[src/rtl/wordcount_pkg.sv]
// wordcount_pkg: command encodings, sequencer states and sizing defaults shared by the wordcount blocks
package wordcount_pkg;
    localparam int WORD_BYTES  = 64;
    localparam int CHUNK_WORDS = 256;
    localparam logic [1:0] CMD_READ  = 2'd1;
    localparam logic [1:0] CMD_WRITE = 2'd2;
    localparam logic [1:0] CMD_RW    = 2'd3;
    typedef enum logic [2:0] {
        S_IDLE,
        S_RD_ISSUE,
        S_RD_WAIT,
        S_FLUSH,
        S_WR_ISSUE,
        S_WR_WAIT,
        S_DONE,
        S_ERR
    } state_t;
endpackage

[src/rtl/wordcount_chunker.sv]
// wordcount_chunker: walks the input region in reader transfers of at most CHUNK_WORDS words
//   load/base/num_of_words : restart the walk at base with num_of_words remaining
//   adv                    : current chunk completed, step past it
//   addr/size              : byte address and byte size of the current chunk
//   last                   : current chunk exhausts the region
module wordcount_chunker #(
    parameter int ADDR_W      = 64,
    parameter int CNT_W       = 32,
    parameter int WORD_BYTES  = wordcount_pkg::WORD_BYTES,
    parameter int CHUNK_WORDS = wordcount_pkg::CHUNK_WORDS
) (
    input  logic              clk,
    input  logic              reset,
    input  logic              load,
    input  logic [ADDR_W-1:0] base,
    input  logic [CNT_W-1:0]  num_of_words,
    input  logic              adv,
    output logic [ADDR_W-1:0] addr,
    output logic [ADDR_W-1:0] size,
    output logic              last
);
    localparam int SHIFT = $clog2(WORD_BYTES);
    localparam logic [CNT_W-1:0] MAX_CHUNK = CNT_W'(CHUNK_WORDS);
    logic [CNT_W-1:0] remaining;
    logic [CNT_W-1:0] chunk;
    assign chunk = (remaining < MAX_CHUNK) ? remaining : MAX_CHUNK;
    assign size  = ADDR_W'(chunk) << SHIFT;
    assign last  = remaining <= MAX_CHUNK;
    always_ff @(posedge clk) begin
        if (!reset) begin
            remaining <= '0;
            addr      <= '0;
        end else if (load) begin
            remaining <= num_of_words;
            addr      <= base;
        end else if (adv) begin
            remaining <= remaining - chunk;
            addr      <= addr + size;
        end
    end
endmodule

[src/rtl/wordcount_dma_seq.sv]
// wordcount_dma_seq: sequences chunked reads, core flush and the result write for one host command
//   clk/reset                        : clock, synchronous active-low reset
//   kick/command/num_of_words/...    : host command, accepted only when idle
//   busy/done/error                  : host status (done/error are one-cycle pulses)
//   reader_ctrl_*                    : read master start/done and chunk address/size
//   writer_ctrl_*                    : write master start/done and result address/size
//   core_flush/core_flush_done       : drain handshake with the counting core
module wordcount_dma_seq #(
    parameter int ADDR_W      = 64,
    parameter int WORD_BYTES  = wordcount_pkg::WORD_BYTES,
    parameter int CHUNK_WORDS = wordcount_pkg::CHUNK_WORDS,
    parameter int CNT_W       = 32
) (
    input  logic              clk,
    input  logic              reset,
    input  logic              kick,
    output logic              busy,
    output logic              done,
    output logic              error,
    input  logic [31:0]       command,
    input  logic [CNT_W-1:0]  num_of_words,
    input  logic [CNT_W-1:0]  result_words,
    input  logic [ADDR_W-1:0] global_memory_offset,
    output logic              reader_ctrl_start,
    input  logic              reader_ctrl_done,
    output logic [ADDR_W-1:0] reader_ctrl_addr_offset,
    output logic [ADDR_W-1:0] reader_ctrl_xfer_size_in_bytes,
    output logic              writer_ctrl_start,
    input  logic              writer_ctrl_done,
    output logic [ADDR_W-1:0] writer_ctrl_addr_offset,
    output logic [ADDR_W-1:0] writer_ctrl_xfer_size_in_bytes,
    output logic              core_flush,
    input  logic              core_flush_done
);
    import wordcount_pkg::*;
    localparam int SHIFT = $clog2(WORD_BYTES);
    state_t            state, nxt;
    logic [1:0]        cmd_q;
    logic [CNT_W-1:0]  num_q, res_q;
    logic [ADDR_W-1:0] off_q;
    logic              flush_seen;
    logic              accept, legal, rd_adv, rd_last;
    assign accept = (state == S_IDLE) && kick;
    assign legal  = (command >= 32'd1) && (command <= 32'd3);
    assign rd_adv = (state == S_RD_WAIT) && reader_ctrl_done;
    wordcount_chunker #(
        .ADDR_W(ADDR_W),
        .CNT_W(CNT_W),
        .WORD_BYTES(WORD_BYTES),
        .CHUNK_WORDS(CHUNK_WORDS)
    ) u_chunker (
        .clk(clk),
        .reset(reset),
        .load(accept),
        .base(global_memory_offset),
        .num_of_words(num_of_words),
        .adv(rd_adv),
        .addr(reader_ctrl_addr_offset),
        .size(reader_ctrl_xfer_size_in_bytes),
        .last(rd_last)
    );
    always_ff @(posedge clk) begin
        if (!reset) begin
            state      <= S_IDLE;
            cmd_q      <= '0;
            num_q      <= '0;
            res_q      <= '0;
            off_q      <= '0;
            flush_seen <= 1'b0;
        end else begin
            state      <= nxt;
            flush_seen <= (state == S_FLUSH);
            if (accept) begin
                cmd_q <= command[1:0];
                num_q <= num_of_words;
                res_q <= result_words;
                off_q <= global_memory_offset;
            end
        end
    end
    always_comb begin
        nxt = state;
        case (state)
            S_IDLE:
                if (kick)
                    nxt = !legal                          ? S_ERR :
                          (command[1:0] == CMD_WRITE)     ? S_FLUSH :
                          (num_of_words != '0)            ? S_RD_ISSUE :
                          (command[1:0] == CMD_RW)        ? S_FLUSH : S_DONE;
            S_RD_ISSUE: nxt = S_RD_WAIT;
            S_RD_WAIT:
                if (reader_ctrl_done)
                    nxt = !rd_last ? S_RD_ISSUE : (cmd_q == CMD_RW) ? S_FLUSH : S_DONE;
            S_FLUSH:
                if (core_flush_done)
                    nxt = (res_q == '0) ? S_DONE : S_WR_ISSUE;
            S_WR_ISSUE: nxt = S_WR_WAIT;
            S_WR_WAIT:  nxt = writer_ctrl_done ? S_DONE : S_WR_WAIT;
            default:    nxt = S_IDLE;
        endcase
    end
    assign busy              = state != S_IDLE;
    assign done              = state == S_DONE;
    assign error             = state == S_ERR;
    assign reader_ctrl_start = state == S_RD_ISSUE;
    assign writer_ctrl_start = state == S_WR_ISSUE;
    // flush_seen lags the state by a cycle, so only the first FLUSH cycle pulses
    assign core_flush        = (state == S_FLUSH) && !flush_seen;
    assign writer_ctrl_addr_offset        = off_q + (ADDR_W'(num_q) << SHIFT);
    assign writer_ctrl_xfer_size_in_bytes = ADDR_W'(res_q) << SHIFT;
endmodule
[config.mk]
export PLATFORM = sky130hd
export DESIGN_NAME = wordcount_dma_seq
export DESIGN_NICKNAME = d
export VERILOG_FILES = /design/src/rtl/wordcount_pkg.sv /design/src/rtl/wordcount_chunker.sv /design/src/rtl/wordcount_dma_seq.sv
export SDC_FILE = /design/constraint.sdc
export NUM_CORES = 1
export LEC_CHECK = 0
export ABC_AREA = 1
export BUFFER_PORTS_ARGS = -buffer_cell sky130_fd_sc_hd__buf_2
export CAP_MARGIN = 20
export CORE_MARGIN = 2
export CORE_UTILIZATION = 59
export DETAILED_ROUTE_END_ITERATION = 8
export PLACE_DENSITY = 0.85
export SLEW_MARGIN = 15
export SYNTH_ARGS = -nofsm -noshare
export SYNTH_HDL_FRONTEND = slang
export SYNTH_SLANG_ARGS = --single-unit
[constraint.sdc]
create_clock -name clk -period 6.4 [get_ports clk]
set_input_delay 0.32 -clock clk [delete_from_list [all_inputs] [get_ports clk]]
set_output_delay 0.32 -clock clk [all_outputs]
set_load 0.01 [all_outputs]
==> key figures <==
Global route
  • Initial antenna violation count: 0
  • Largest net degree at the start of global routing: roughly 110
  • Total grt overflow: 0
  • Overall Global Routing Usage: between 30% and 40%
  • Vias in the first global route: 17,433
  • First-pass GRT wire length: ~90,000 microns

Synth
  • Post-synthesis cell type count: 44
  • Syn_area_per_cell: 6.20 sq um
  • Mapped Area: about 16,000 sq um
  • Synthesized instance count: around 2,700
  • Yosys reg bits: 230
  • Ys Warns: 0
  • Seq/Total Area, Yosys: between 20 and 30%

Worst setup path
  • CP Class: reg2out
  • Worst setup EP type: primary output
  • Worst setup SP type: register
  • Worst Path Arrival: roughly 3.6 ns
  • CP max FO: 4
  • CP Data Required Time: 6.08 ns
  • Worst R2R Path Depth: 15
  • R2R Setup Slk: 2.95 ns

STA
  • Fin crit period: 3.88 ns
  • Crit share post-route: roughly three fifths
  • Worst relative slew slack: between 30% and 40%
  • Final Max Tran Viols: 0
  • Final setup violation count: 0
  • Final Skew: about 0.016 ns
  • Final hold viol count: 0
  • RSZ-0062 raised after global routing: no
  • Worst Hold Slack: roughly 0.010 ns
  • Fmax: roughly 0.26 GHz
  • Slew @ Worst Pin: approximately 1.0 ns
  • Setup TNS: 0 ns

Die
  • Initial core utilization: 59.5%
  • Die ar.: ~29,000 sq um
  • Die width: 171 microns
  • Placeable Area: 27,600 sq um
  • Cell Rows: 61
  • Die Ht: 171 microns
  • Top Ports: ~430

Clock tree
  • CTS max path bufs: 3
  • CTS clk-pin slew, worst paths: 0.07 ns
  • CTS Root Cell: clkbuf_16
  • TritonCTS Buffers: 26
  • TritonCTS clock tree: done
  • H-tree depth: 1
  • Post-CTS setup buffer count: 0
  • Clock Sinks: 230
  • Worst-Skew Late Latency: approximately 0.55 ns

Detailed routing
  • WL/cell: approximately 18 microns
  • TritonRoute pass-1 iters: 8
  • Drt first-iter violations: about 1,800
  • Via density: about 5.6
  • Via count: roughly 19,000
  • Routed Antenna Nets: 0
  • Remaining DRCs: 0
  • Final wirelength: approximately 60,000 microns

Status
  • Outcome: completed

Placed design
  • Global placement routability congestion: just over 1
  • # port buffers: 340
  • Post-DP HPWL: around 47,000 microns

Final layout
  • Area Overhead vs Synth: 15.1%
  • Nets: 3,200
  • N_diodes: 0
  • Share of layout cells above drive strength 1: ~15%

Run
  • Max-Cap Viols: 0

Power and ir drop
  • Pwr/cell area: between 400 and 500 nW/um^2
  • Pleak: between 9 and 10 nW
  • Peak VDD IR: 406 uV

Worst hold path
  • Hold Path Stages: 3
  • Hold Crit Class: in2reg
-- final cells by class --
cell class / count / area (sq um)
multi-input combinational: 2058 / 10100
fill: 2548 / 8700
sequential: 230 / 4600
timing repair buffer: 349 / 1770
inverter: 302 / 1140
clock buffer: 34 / 722
tap: 378 / 473
clock inverter: 13 / 161
-- flip-flops by register name, indices dropped and copies added, names as in the netlist --
signal / count
off_q: 64
u_chunker.addr: 64
num_q: 32
res_q: 32
u_chunker.remaining: 32
state: 3
cmd_q: 2
flush_seen: 1
-- stage by stage --
stage | power, mW | utilization (%) | cells | worst slack (ns) | instance area [sq um]
5_1_grt | 8.57 | 68.5 | 3364 | 2.33 | 18900
6_report | 8.06 | 68.5 | 3364 | 2.52 | 18900
3_3_place_gp | 6.22 | 65.3 | 3315 | 3.10 | 18000
2_1_floorplan | 5.06 | - | 2762 | 3.30 | 16900
3_5_place_dp | 6.30 | 65.3 | 3315 | 3.04 | 18000
4_1_cts | 7.87 | 68.5 | 3364 | 2.58 | 18900
-- per-layer routing --
metal,GRT usage [%],up-vias,wire [microns]
li1,-,9100,-
met1,47.6,8656,23400
met2,66.2,1053,27800
met3,6.20,195,5110
met4,20.7,0,3330
met5,0,-,0
-- report_power, final --
part / leakage, nW / total, mW / internal, mW / switching, mW
Clock: 0.414 / 1.56 / 0.919 / 0.644
Combinational: 7.06 / 4.19 / 1.32 / 2.87
Sequential: 1.89 / 2.31 / 1.84 / 0.467
Total: 9.36 / 8.06 / 4.08 / 3.98
-- cells in the final DEF (no fill, tap or decap), drive strengths merged, types with 25 or more instances in the layout --
| cell type | instances |
|---|---|
| nand2 | 712 |
| buf | 347 |
| inv | 303 |
| nor2 | 284 |
| a21oi | 270 |
| dfxtp | 230 |
| o21ai | 189 |
| nand3 | 161 |
| conb | 111 |
| ha | 65 |
| a31oi | 52 |
| xor2 | 41 |
| nor3 | 37 |
| nand4 | 34 |
| clkbuf | 34 |
| nor4 | 25 |
-- what timing repair did --
| item | 4_1_cts | 5_1_grt |
|---|---|---|
| resized for setup | 0 | 0 |
| hold endpoints to repair | 2 | 0 |
| hold buffers | 2 | 0 |
-- cell usage after synthesis (all sizes together) --
| master | n | area (sq um) |
|---|---|---|
| fa | 2 | 40.0 |
| a31o | 1 | 8.76 |
| buf | 133 | 923 |
| nand4 | 34 | 213 |
| a221oi | 1 | 8.76 |
| o21a | 2 | 15.0 |
| nand2 | 712 | 2700 |
| nor4 | 25 | 156 |
| a31oi | 52 | 325 |
| nor2 | 284 | 1130 |
| xnor2 | 16 | 140 |
| nor3 | 37 | 190 |
| a21oi | 270 | 1370 |
| dfxtp | 230 | 4600 |
| conb | 2 | 7.51 |
| o22ai | 3 | 18.8 |
| ha | 65 | 813 |
| o31ai | 1 | 12.5 |
| a21o | 10 | 75.1 |
| nand3 | 161 | 823 |
| nand3b | 14 | 105 |
| o21bai | 6 | 45.0 |
| clkbuf | 39 | 146 |
| o21ai | 189 | 950 |
| o211ai | 4 | 30.0 |
| inv | 302 | 1130 |
| or2 | 13 | 81.3 |
| xor2 | 41 | 359 |
| a21boi | 4 | 30.0 |
-- worst paths after layout --
check,startpoint,endpoint
worst min register to register,off_q[2],off_q[2]
worst min-delay path,result_words[13],res_q[13]
worst max register to register,u_chunker.remaining[23],u_chunker.addr[28]
worst max-delay path,off_q[6],writer_ctrl_addr_offset[36]
-- kinds of logic after synthesis --
family	after synthesis	share of synthesized area (%)
DFF	230	28.0
adders and majority gates	67	5.19
buffers and inverters	474	13.4
other	2	0.0457
xor gates and xnor gates	57	3.03
AOI/OAI and AO/OA	543	17.5
and+or+nand+nor	1280	32.8
-- worst max-delay path, cell delays in order (launching register included) --
cell	delay, ns
dfxtp_1	0.36
ha_1	0.19
inv_1	0.06
fa_1	0.40
inv_1	0.19
nand3_1	0.10
nand2_1	0.16
nand2_1	0.07
nand2_1	0.09
nand2_1	0.06
nand2_1	0.11
a21oi_1	0.12
o21ai_0	0.36
nand2_1	0.11
nand2_1	0.10
xor2_1	0.29
buf_2	0.24
Note: power is estimated with default switching activity, not from simulation.
